### src/rtl/sha2_w_sched_stage.sv
// SHA-2 message-schedule pipeline stage.
// Takes a 16-word sliding W window and produces STEPS new schedule words
// W[t..t+STEPS-1]. It returns the window shifted by STEPS. The result sits
// in a single output register behind a valid/ready handshake.
module sha2_w_sched_stage #(
  parameter  int MODE  = 0,
  parameter  int STEPS = 1,
  parameter  int TAG_W = 8,
  localparam int W     = (MODE != 0) ? 64 : 32,
  localparam int NR    = (MODE != 0) ? 80 : 64
) (
  input  logic                 CLK,
  input  logic                 RST,
  input  logic                 in_valid,
  output logic                 in_ready,
  input  logic [16*W-1:0]      in_window,
  input  logic [6:0]           in_round,
  input  logic [TAG_W-1:0]     in_tag,
  output logic                 out_valid,
  input  logic                 out_ready,
  output logic [16*W-1:0]      out_window,
  output logic [STEPS*W-1:0]   out_wt,
  output logic [6:0]           out_round,
  output logic                 out_last,
  output logic                 out_err,
  output logic [TAG_W-1:0]     out_tag
);

  // Reject unsupported step counts at elaboration time.
  if (STEPS < 1 || STEPS > 4) begin : g_bad_steps
    $error("sha2_w_sched_stage: STEPS must be in 1..4");
  end

  function automatic logic [W-1:0] rotr(input logic [W-1:0] x, input int unsigned n);
    rotr = (x >> n) | (x << (W - n));
  endfunction

  function automatic logic [W-1:0] sig0(input logic [W-1:0] x);
    if (MODE != 0) sig0 = rotr(x, 1) ^ rotr(x, 8) ^ (x >> 7);
    else           sig0 = rotr(x, 7) ^ rotr(x, 18) ^ (x >> 3);
  endfunction

  function automatic logic [W-1:0] sig1(input logic [W-1:0] x);
    if (MODE != 0) sig1 = rotr(x, 19) ^ rotr(x, 61) ^ (x >> 6);
    else           sig1 = rotr(x, 17) ^ rotr(x, 19) ^ (x >> 10);
  endfunction

  // ext[0..15] is the input window, oldest first.
  // ext[16..] holds the newly generated words.
  logic [W-1:0]       ext [16+STEPS];
  logic [STEPS*W-1:0] wt_new;
  logic [16*W-1:0]    window_new;
  logic [7:0]         round_sum;
  logic [6:0]         round_new;
  logic               err_new;
  logic               last_new;
  logic               accept;

  // Combinational schedule chain.
  // Later words may use earlier words from the same stage as operands.
  always_comb begin
    for (int j = 0; j < 16; j++) begin
      ext[j] = in_window[(15-j)*W +: W];
    end
    for (int k = 0; k < STEPS; k++) begin
      ext[16+k] = sig1(ext[14+k]) + ext[9+k] + sig0(ext[1+k]) + ext[k];
    end
    wt_new = '0;
    for (int k = 0; k < STEPS; k++) begin
      wt_new[(STEPS-1-k)*W +: W] = ext[16+k];
    end
    window_new = {in_window[16*W-1-STEPS*W:0], wt_new};
  end

  // Round bookkeeping. The sum is kept at 8 bits so an overflowing
  // range check cannot wrap into a legal-looking value.
  always_comb begin
    round_sum = {1'b0, in_round} + 8'(STEPS);
    round_new = round_sum[6:0];
    err_new   = (in_round < 7'd16) || (round_sum > 8'(NR));
    last_new  = (round_new == 7'(NR));
  end

  logic               valid_q,  valid_d;
  logic [16*W-1:0]    window_q, window_d;
  logic [STEPS*W-1:0] wt_q,     wt_d;
  logic [6:0]         round_q,  round_d;
  logic               last_q,   last_d;
  logic               err_q,    err_d;
  logic [TAG_W-1:0]   tag_q,    tag_d;

  assign in_ready = !valid_q || out_ready;
  assign accept   = in_valid && in_ready;

  // Next-state logic for the output register.
  // Data is held unless a new window is accepted.
  // Valid drops only after a drain that has no replacement.
  always_comb begin
    valid_d  = valid_q;
    window_d = window_q;
    wt_d     = wt_q;
    round_d  = round_q;
    last_d   = last_q;
    err_d    = err_q;
    tag_d    = tag_q;
    if (accept) begin
      valid_d  = 1'b1;
      window_d = window_new;
      wt_d     = wt_new;
      round_d  = round_new;
      last_d   = last_new;
      err_d    = err_new;
      tag_d    = in_tag;
    end else if (out_ready) begin
      valid_d  = 1'b0;
    end
  end

  // Output register with asynchronous clear.
  always_ff @(posedge CLK or negedge RST) begin
    if (!RST) begin
      valid_q  <= 1'b0;
      window_q <= '0;
      wt_q     <= '0;
      round_q  <= '0;
      last_q   <= 1'b0;
      err_q    <= 1'b0;
      tag_q    <= '0;
    end else begin
      valid_q  <= valid_d;
      window_q <= window_d;
      wt_q     <= wt_d;
      round_q  <= round_d;
      last_q   <= last_d;
      err_q    <= err_d;
      tag_q    <= tag_d;
    end
  end

  assign out_valid  = valid_q;
  assign out_window = window_q;
  assign out_wt     = wt_q;
  assign out_round  = round_q;
  assign out_last   = last_q;
  assign out_err    = err_q;
  assign out_tag    = tag_q;

endmodule
### config.mk
export PLATFORM = sky130hd
export DESIGN_NAME = sha2_w_sched_stage
export DESIGN_NICKNAME = d
export VERILOG_FILES = /design/src/rtl/sha2_w_sched_stage.sv
export SDC_FILE = /design/constraint.sdc
export NUM_CORES = 1
export LEC_CHECK = 0
export ABC_AREA = 1
export BUFFER_PORTS_ARGS = -buffer_cell sky130_fd_sc_hd__buf_2
export CAP_MARGIN = 20
export CELL_PAD_IN_SITES_DETAIL_PLACEMENT = 0
export CELL_PAD_IN_SITES_GLOBAL_PLACEMENT = 1
export CORE_AREA = 8 8 415 417
export DETAILED_ROUTE_END_ITERATION = 10
export DIE_AREA = 0 0 423 425
export PLACE_DENSITY_LB_ADDON = 0.25
export SKIP_LAST_GASP = 1
export SLEW_MARGIN = 5
export SYNTH_ARGS = -nofsm -noshare
export SYNTH_HDL_FRONTEND = slang
export SYNTH_SLANG_ARGS = --single-unit
### constraint.sdc
create_clock -name CLK -period 2.59 [get_ports CLK]
set_clock_uncertainty 0.2 [all_clocks]
set_input_delay 0.1295 -clock CLK [delete_from_list [all_inputs] [get_ports CLK]]
set_output_delay 0.1295 -clock CLK [all_outputs]
set_load 0.03 [all_outputs]
Word level (Yosys, flattened, before mapping)
Index checks and enable logic that the tools add are counted.

Bits in registers: 562. Word-level logic and storage cells: 29. Input bits: 531. Output and inout port bits: 563.

Bitwise gates (word level): 8. Reduce and logical (&&, ||, !) cells: 5. Equality and inequality tests: 1. $add $sub $neg: 4. Mux-type cells: 2. $lt $le $gt $ge: 2.

Operator list (number): adder 32 bit (3); bitwise XOR 32 bit (2); OR 13 x 32 -> 32 bit (1); OR 14 x 32 -> 32 bit (1); OR 15 x 32 -> 32 bit (1); OR 25 x 32 -> 32 bit (1); bitwise XOR 32 x 22 -> 32 bit (1); bitwise XOR 32 x 29 -> 32 bit (1); adder 7 x 1 -> 8 bit (second input constant) (1); greater-than comparator 8 x 7 -> 1 bit (second input constant) (1); == test 7 bit (second input constant) (1); less-than comparator 7 x 5 -> 1 bit (second input constant) (1); logical OR 1 bit (2); two-way mux 1 bit (2); nonzero test 2 bit (1); logical AND 1 bit (1); zero test 1 bit (1).

Longest topological paths before layout
Gate-level depths: netlist (run 1).

Depth after elaboration: 6. Gate-level depth with buffers: 18. Mapped depth without buffers: 17.

Worst setup path after synthesis (run 1)
OpenSTA, ideal clock, no wires.

Path type: input port to flip-flop. From: input port in_window[50]. To: register window_q[9] (netlist: out_window[9]). Cell stages on the path: 15. Required time: 2.272 ns. Arrival time: 2.942 ns. Library setup time: 0.118 ns. Slack: -0.670 ns. Cell sequence: buf_2 > xnor2_1 > xor2_1 > fa_1 > inv_1 > fa_1 > ha_1 > fa_1 > nand3_1 > nand3_1 > nand2_1 > nand3_1 > o21ai_1 > a21oi_1 > a21o_1.

Word-level cells in the longest chain between the ends: 6.

RTL lines: from (decl) (RTL line 16) `input logic [16*W-1:0] in_window,`; OR 15 x 32 -> 32 bit (RTL line 35) `rotr = (x >> n) | (x << (W - n));`; bitwise XOR 32 bit (RTL line 45) `else sig1 = rotr(x, 17) ^ rotr(x, 19) ^ (x >> 10);`; bitwise XOR 32 x 22 -> 32 bit * (RTL line 45); adder 32 bit * (3 in a row) (RTL line 66) `ext[16+k] = sig1(ext[14+k]) + ext[9+k] + sig0(ext[1+k]) + ext[k];`; to (signal assigned) (RTL line 131) `window_q <= window_d;`; to (decl) (RTL line 85) `logic [16*W-1:0] window_q, window_d;`.

Mark *: on every way between the ends. The rest lies on a longest branch, timed or not. A chain may end at the register's enable or synchronous reset.

Worst setup path in the final report (run 1)
From: input port in_window[50]. To: register window_q[3] (netlist: out_window[3]).

Word-level cells in the longest chain between the ends: 6.

RTL lines (RTL line): OR 15 x 32 -> 32 bit (35); bitwise XOR 32 bit (45); bitwise XOR 32 x 22 -> 32 bit (45); adder 32 bit (3 in a row) (66).

No other way between the ends.

==> results of run 1 <==
[cells in the final DEF, fill, tap and decap left out, types with 13 or more instances in the layout]
cell and count:
ha_4 23, dlygate4sd3_1 959, clkbuf_1 18, diode_2 18, clkbuf_16 75, dfrtp_1 530, buf_4 201, xnor2_1 39
xnor2_2 14, o21ai_1 13, fa_1 52, nand2_1 1626, inv_1 219, nand3_1 30, nor2_1 24, nand2_2 41
buf_2 1076, o21ai_0 44, xor2_1 49, clkbuf_8 15, inv_2 19, buf_12 39
[worst paths after layout]
check	end	slack, ns
worst max-delay path	out_window[3]	-0.20
worst min register to register	out_window[218]	0.27
worst max register to register	out_window[389]	0.16
worst min-delay path	out_window[414]	0.07
min in group asynchronous	out_window[84]	0.16
max in group asynchronous	out_window[364]	1.56
[worst reg2reg max path, cell delays in order, from the launching register on]
cell and delay, ns:
dfrtp_1 0.39, nand2_1 0.25, nand2_8 0.18, inv_16 0.22, buf_16 0.32, nand2_1 0.18
nand2_1 0.09, dlygate4sd3_1 0.55
[logic make-up after synthesis]
group | synth area share, %
simple gates | 27.28
flops | 52.82
buf+inv | 6.806
xor+xnor | 4.360
compound gates | 2.202
fa+ha+maj | 6.537
[power by group through the flow]
stage | registers [W] | clock network [W] | logic [W]
floorplan | 0.0131 | 0 | 0.00675
global placement | 0.0107 | 0 | 0.0160
detailed placement | 0.0108 | 0 | 0.0159
CTS | 0.0106 | 0.0111 | 0.0178
global route | 0.0108 | 0.0114 | 0.0200
finish | 0.0106 | 0.0106 | 0.0185
[through the flow]
step           cells  TNS (ns)  util (%)
3_5_place_dp    6408    -31.22     21.30
6_report        7525    -2.201     29.22
3_3_place_gp    6408    -31.00     21.30
4_1_cts         7501    -1.012     28.81
2_1_floorplan   3029    -7.337         -
5_1_grt         7519    -3.904     29.21
[registers in the layout, summed over array words and instances (netlist names)]
signal      flops
out_tag         8
out_round       7
out_last        1
out_valid       1
out_window    512
out_err         1
[cell usage after synthesis (2+ instances only)]
master,number,share of area (%)
nand2_1,1675,25
dfrtp_1,530,53
inv_1,235,3.5
buf_2,94,1.9
xnor2_1,65,2.3
fa_1,62,4.9
xor2_1,60,2.1
o21ai_0,56,1.1
nand3_1,42,0.84
nor2_1,38,0.57
buf_4,34,1.0
ha_1,32,1.6
a21oi_1,27,0.54
clkbuf_1,21,0.31
nand2_2,9,0.22
o21ai_1,8,0.16
a21o_1,7,0.21
nor2_2,6,0.15
nand4_1,5,0.12
inv_2,4,0.060
nor3_1,4,0.080
nand3_2,3,0.12
o21bai_1,3,0.090
buf_1,2,0.030
nand3b_2,2,0.090
[metal layers]
layer  up-vias  track usage (%)  wire [microns]
met4         2            5.660            5489
met2       799            28.38           75450
met5         -                0              13
met3       216            4.197            9373
met1     13440            19.98           63500
li1      13490                -               -
[area by class of cell]
class                      instances  share of cell area (%)
sequential                       530                   27.36
multi-input combinational       2109                   23.66
antenna                           18                 0.09292
tap                             2204                   5.689
inverter                         239                   1.884
clock buffer                     108                   4.437
clock inverter                    25                  0.7486
timing repair buffer            2292                   36.12
[timing repair]
item	4_1_cts	5_1_grt
buffers inserted	1	7
pin swaps	38	54
gates resized for setup	76	137
endpoints found under the setup margin	29	49
hold buffers	960	1
endpoints found under the hold margin	1011	1
==> impl_metrics.tcl, run 1 <==
set metrics [dict create \
    area_growth_pct 93.03 \
    grt_use_total_pct 16.49 \
    antenna_found_initial 39 \
    ys.flop_type "dfrtp_1" \
    netSwitchingPower_w 0.01666 \
    rsz0062_at_grt "yes" \
    nFillCells 17900 \
    max-slew-margin-rel_pct 60.75 \
    fin_crit_sh_pct 107.6 \
    seqPwrFrac_pct 26.7 \
    regToRegStartpoint "out_valid" \
    end_kind "flop" \
    tritoncts "done" \
    syn_area_sq_um 25110 \
    cp-start-kind "input pin" \
    drt-total-wl_microns 153800 \
    power.internal_w 0.02308 \
    crit_chain "buf_8 -> xnor2_4 -> xor2_1 -> buf_4 -> fa_1 -> inv_2 -> fa_2 -> ha_4 -> fa_2 -> buf_4 -> buf_6 -> buf_4 -> xnor2_2 -> buf_4 -> o21ai_2" \
    whs_ns 0.06746 \
    grt_pass1_vias 29980 \
    rows 150 \
    fin_area_sq_um 48470 \
    cts_buffer_depth 3 \
    synth_cell_types 30 \
    drive_gt1_share_pct 31.34 \
    critPathTopFamily "adder cells" \
    cts_root_buf "clkbuf_16" \
    synth_edf_count 0 \
    crit_fanout 4 \
    seq_area_sq_um 13260 \
    die_w_microns 423 \
    cp_slowest_cell "fa_2" \
    synthArstFlopShare_pct 100.0 \
    grt_pass1_wl_microns 218200 \
    critPathArrivalTime_ns 3.11 \
    finalSetupViolCount 24 \
    h-tree-depth 3 \
    synthesis.nets 3654 \
    setup_ws_ns -0.1967 \
    post-dp-hpwl_microns 120100 \
    grt_max_degree 95 \
    violations "setup timing" \
    io_buffers 1093 \
    multi_input_area_sq_um 11470 \
    dp_slack_ns -1.319 \
    insertion_delay_ns 0.66 \
    yosysWarningCount 0 \
    min_from "in_window[382]" \
    worstHoldPathCells 4 \
    ys_seq_area_share_pct 52.82 \
    ioPinCount 1094 \
    placed_cell_area_sq_um 35330 \
    drv_slew 0 \
    min_period_ns 2.787 \
    crit_start "in_window[50]" \
    final_antenna_net_count 0 \
    crit_type "input pin to flop" \
    leakage_nw 25.50 \
    critPathRequiredTime_ns 2.92 \
    numCtsBuffers 73 \
    power.clock.fraction_pct 26.8 \
    max_freq_ghz 0.3589 \
    place_congestion 0.8526 \
    viasPerCell 3.715 \
    path_clk_slew_ns 0.06 \
    hold_violations 0 \
    irDropWorstVdd_mv 0.5372 \
    clock_sinks 530 \
    start_util_pct 15.14 \
    finalPower_w 0.03975 \
    die-height_microns 425 \
    outcome "finished, violations left" \
    cp_num_cells 15 \
    swShare_pct 41.92 \
    syn_avg_cell_area_sq_um 8.290 \
    worstMarginPinSlew_ns 0.5888 \
    min_path_type "input pin to flop" \
    syn-instance-count 3029 \
    first_pass_iters 5 \
    num_vias 27950 \
    rr_worst_depth 7 \
    wl_per_cell_microns 20.44 \
    combPwrFrac_pct 46.5 \
    timing.critical_path.buf_inv 7 \
    cpPeakStageDelay_ns 0.48 \
    core_area_sq_um 165900 \
    fin_nets 5870 \
    power.density_nw_per_um2 820.0 \
    overflow 0 \
    drt_iter0_drc 1470 \
    drc 0 \
    dieArea_sq_um 179800 \
    maxCapViolCount 0 \
    synth_seq_cells 530 \
    cpMostUsedCell "buf_4" \
]
Power figures use the tool's default switching activity.
==> inputs of run 2 (changes only) <==
Settings changed: CELL_PAD_IN_SITES_DETAIL_PLACEMENT 0 to unset, CELL_PAD_IN_SITES_GLOBAL_PLACEMENT 1 to unset, CORE_AREA 8 8 415 417 to 8 8 416 418, DIE_AREA 0 0 423 425 to 0 0 424 426.
Clock period 2.59 ns to 2.4 ns, I/O delays scaled along.
==> run 2 against run 1 <==
  * The run still ends with setup timing left
  * Count of clock-buffer cells in the layout decreased by 4
  * Critical path depth rose by 1
  * Utilization decreased by 0.18 points
  * Non-clock buffer count shrank 29
  * Die area rose by 0.47%
  * Largest cell class unchanged
  * Largest power group unchanged
  * Highest routed layer is now met4
==> impl_metrics.tcl, run 2 (same netlist as run 1, synthesis figures left out) <==
set metrics [dict create \
    hold_violations 0 \
    core_area_sq_um 166300 \
    tritoncts "done" \
    drv_slew 0 \
    area_growth_pct 92.30 \
    fin_crit_sh_pct 111.4 \
    max_freq_ghz 0.3741 \
    grt_pass1_vias 30400 \
    largest_register_ffs 512 \
    final_cell_mix "nand2_1 (1592), buf_2 (1074), dlygate4sd3_1 (920)" \
    worstMarginPinSlew_ns 0.5334 \
    insertion_delay_ns 0.68 \
    numCtsBuffers 71 \
    io_buffers 1093 \
    cts_root_buf "clkbuf_16" \
    clock_sinks 530 \
    multi_input_area_sq_um 11840 \
    leakage_nw 25.22 \
    drt-total-wl_microns 154500 \
    crit_type "input pin to flop" \
    nFillCells 17740 \
    max-slew-margin-rel_pct 64.44 \
    outcome "finished, violations left" \
    maxCapViolCount 0 \
    grt_pass1_wl_microns 218000 \
    h-tree-depth 3 \
    setup_ws_ns -0.2732 \
    finalSetupViolCount 29 \
    end_kind "flop" \
    start_util_pct 15.10 \
    placed_cell_area_sq_um 35290 \
    min_path_type "input pin to flop" \
    cts_buffer_depth 3 \
    num_vias 28410 \
    final_antenna_net_count 0 \
    drc 0 \
    grt_max_degree 89 \
    cp-start-kind "input pin" \
    overflow 0 \
    fin_nets 5839 \
    grt_use_total_pct 16.44 \
    dieArea_sq_um 180600 \
    post-dp-hpwl_microns 119600 \
    ioPinCount 1094 \
    finalPower_w 0.04274 \
    fin_util_pct 29.04 \
    setup_tns_ns -5.794 \
    wl_per_cell_microns 20.62 \
    min_period_ns 2.673 \
    path_clk_slew_ns 0.05 \
    fin_area_sq_um 48290 \
    antenna_found_initial 48 \
    crit_fanout 4 \
    seq_area_sq_um 13260 \
    rows 150 \
    drt_iter0_drc 1626 \
    critPathArrivalTime_ns 3.09 \
    first_pass_iters 7 \
    critPathRequiredTime_ns 2.82 \
    drive_gt1_share_pct 32.90 \
    irDropWorstVdd_mv 0.5101 \
    place_congestion 0.9011 \
    violations "setup timing" \
    power.density_nw_per_um2 885.2 \
    final_common_cell "nand2_1" \
    die-height_microns 426 \
    viasPerCell 3.792 \
    rsz0062_at_grt "yes" \
    die_w_microns 424 \
]
run 2: worst max-delay path, stage by stage:
cell	delay (ns)
buf_8	0.11
xnor2_4	0.21
xor2_4	0.23
fa_2	0.54
inv_2	0.09
fa_2	0.45
ha_4	0.18
fa_2	0.43
nand3_2	0.10
nand3_4	0.10
nand2_4	0.09
buf_6	0.09
a21oi_2	0.04
o21ai_1	0.12
nand2_1	0.06
o21ai_1	0.12
run 2: final cells by class:
type                       instances  area share, %
tap                             2204          5.711
antenna                           24         0.1244
multi-input combinational       2109          24.52
clock inverter                    19         0.3705
inverter                         239          1.884
sequential                       530          27.47
timing repair buffer            2263          35.61
clock buffer                     104          4.314
run 2: timing repair:
item                        CTS  global route
pin swaps                    92           127
hold endpoints to repair   1049             0
hold buffers                921             0
setup endpoints to repair    30            40
gates resized for setup     197           132
setup buffers                 5            11
run 2: layer usage:
metal	global-route usage [%]	vias up	wire, microns	part of all wire, %
met5	0	-	0	0
met4	6.364	0	5111	3.3
met3	4.627	252	10130	6.6
met2	27.42	924	75460	49
met1	20.09	13800	63790	41
li1	-	13440	-	-
run 2: path summary, 6_finish.rpt:
check	startpoint	endpoint	slack, ns	cells after the start
min	in_window[414]	out_window[446]	0.03	4
max in group asynchronous	RST	out_window[67]	1.43	3
max reg2reg	out_valid	out_window[240]	0.16	6
min reg2reg	out_window[509]	out_window[509]	0.27	2
max	in_window[50]	out_window[17]	-0.27	16
min in group asynchronous	RST	out_window[137]	0.13	3
run 2: stage by stage:
| step | hold WS (ns) | std cells | setup slack (ns) |
|---|---|---|---|
| 6_report | 0.03220 | 7492 | -0.2732 |
| 4_1_cts | 0.0002534 | 7459 | -0.1973 |
| 5_1_grt | 0.01080 | 7492 | -0.3331 |
| 2_1_floorplan | -0.3756 | 3029 | -0.6496 |
| 3_3_place_gp | -0.007959 | 6414 | -1.333 |
| 3_5_place_dp | -0.02851 | 6414 | -1.331 |
run 2: where the power goes:
part / switching (W) / total (W) / internal, W
logic: 0.0126 / 0.0205 / 0.00793
clock network: 0.00446 / 0.0107 / 0.00623
registers: 0.00114 / 0.0115 / 0.0104
total: 0.0182 / 0.0427 / 0.0245
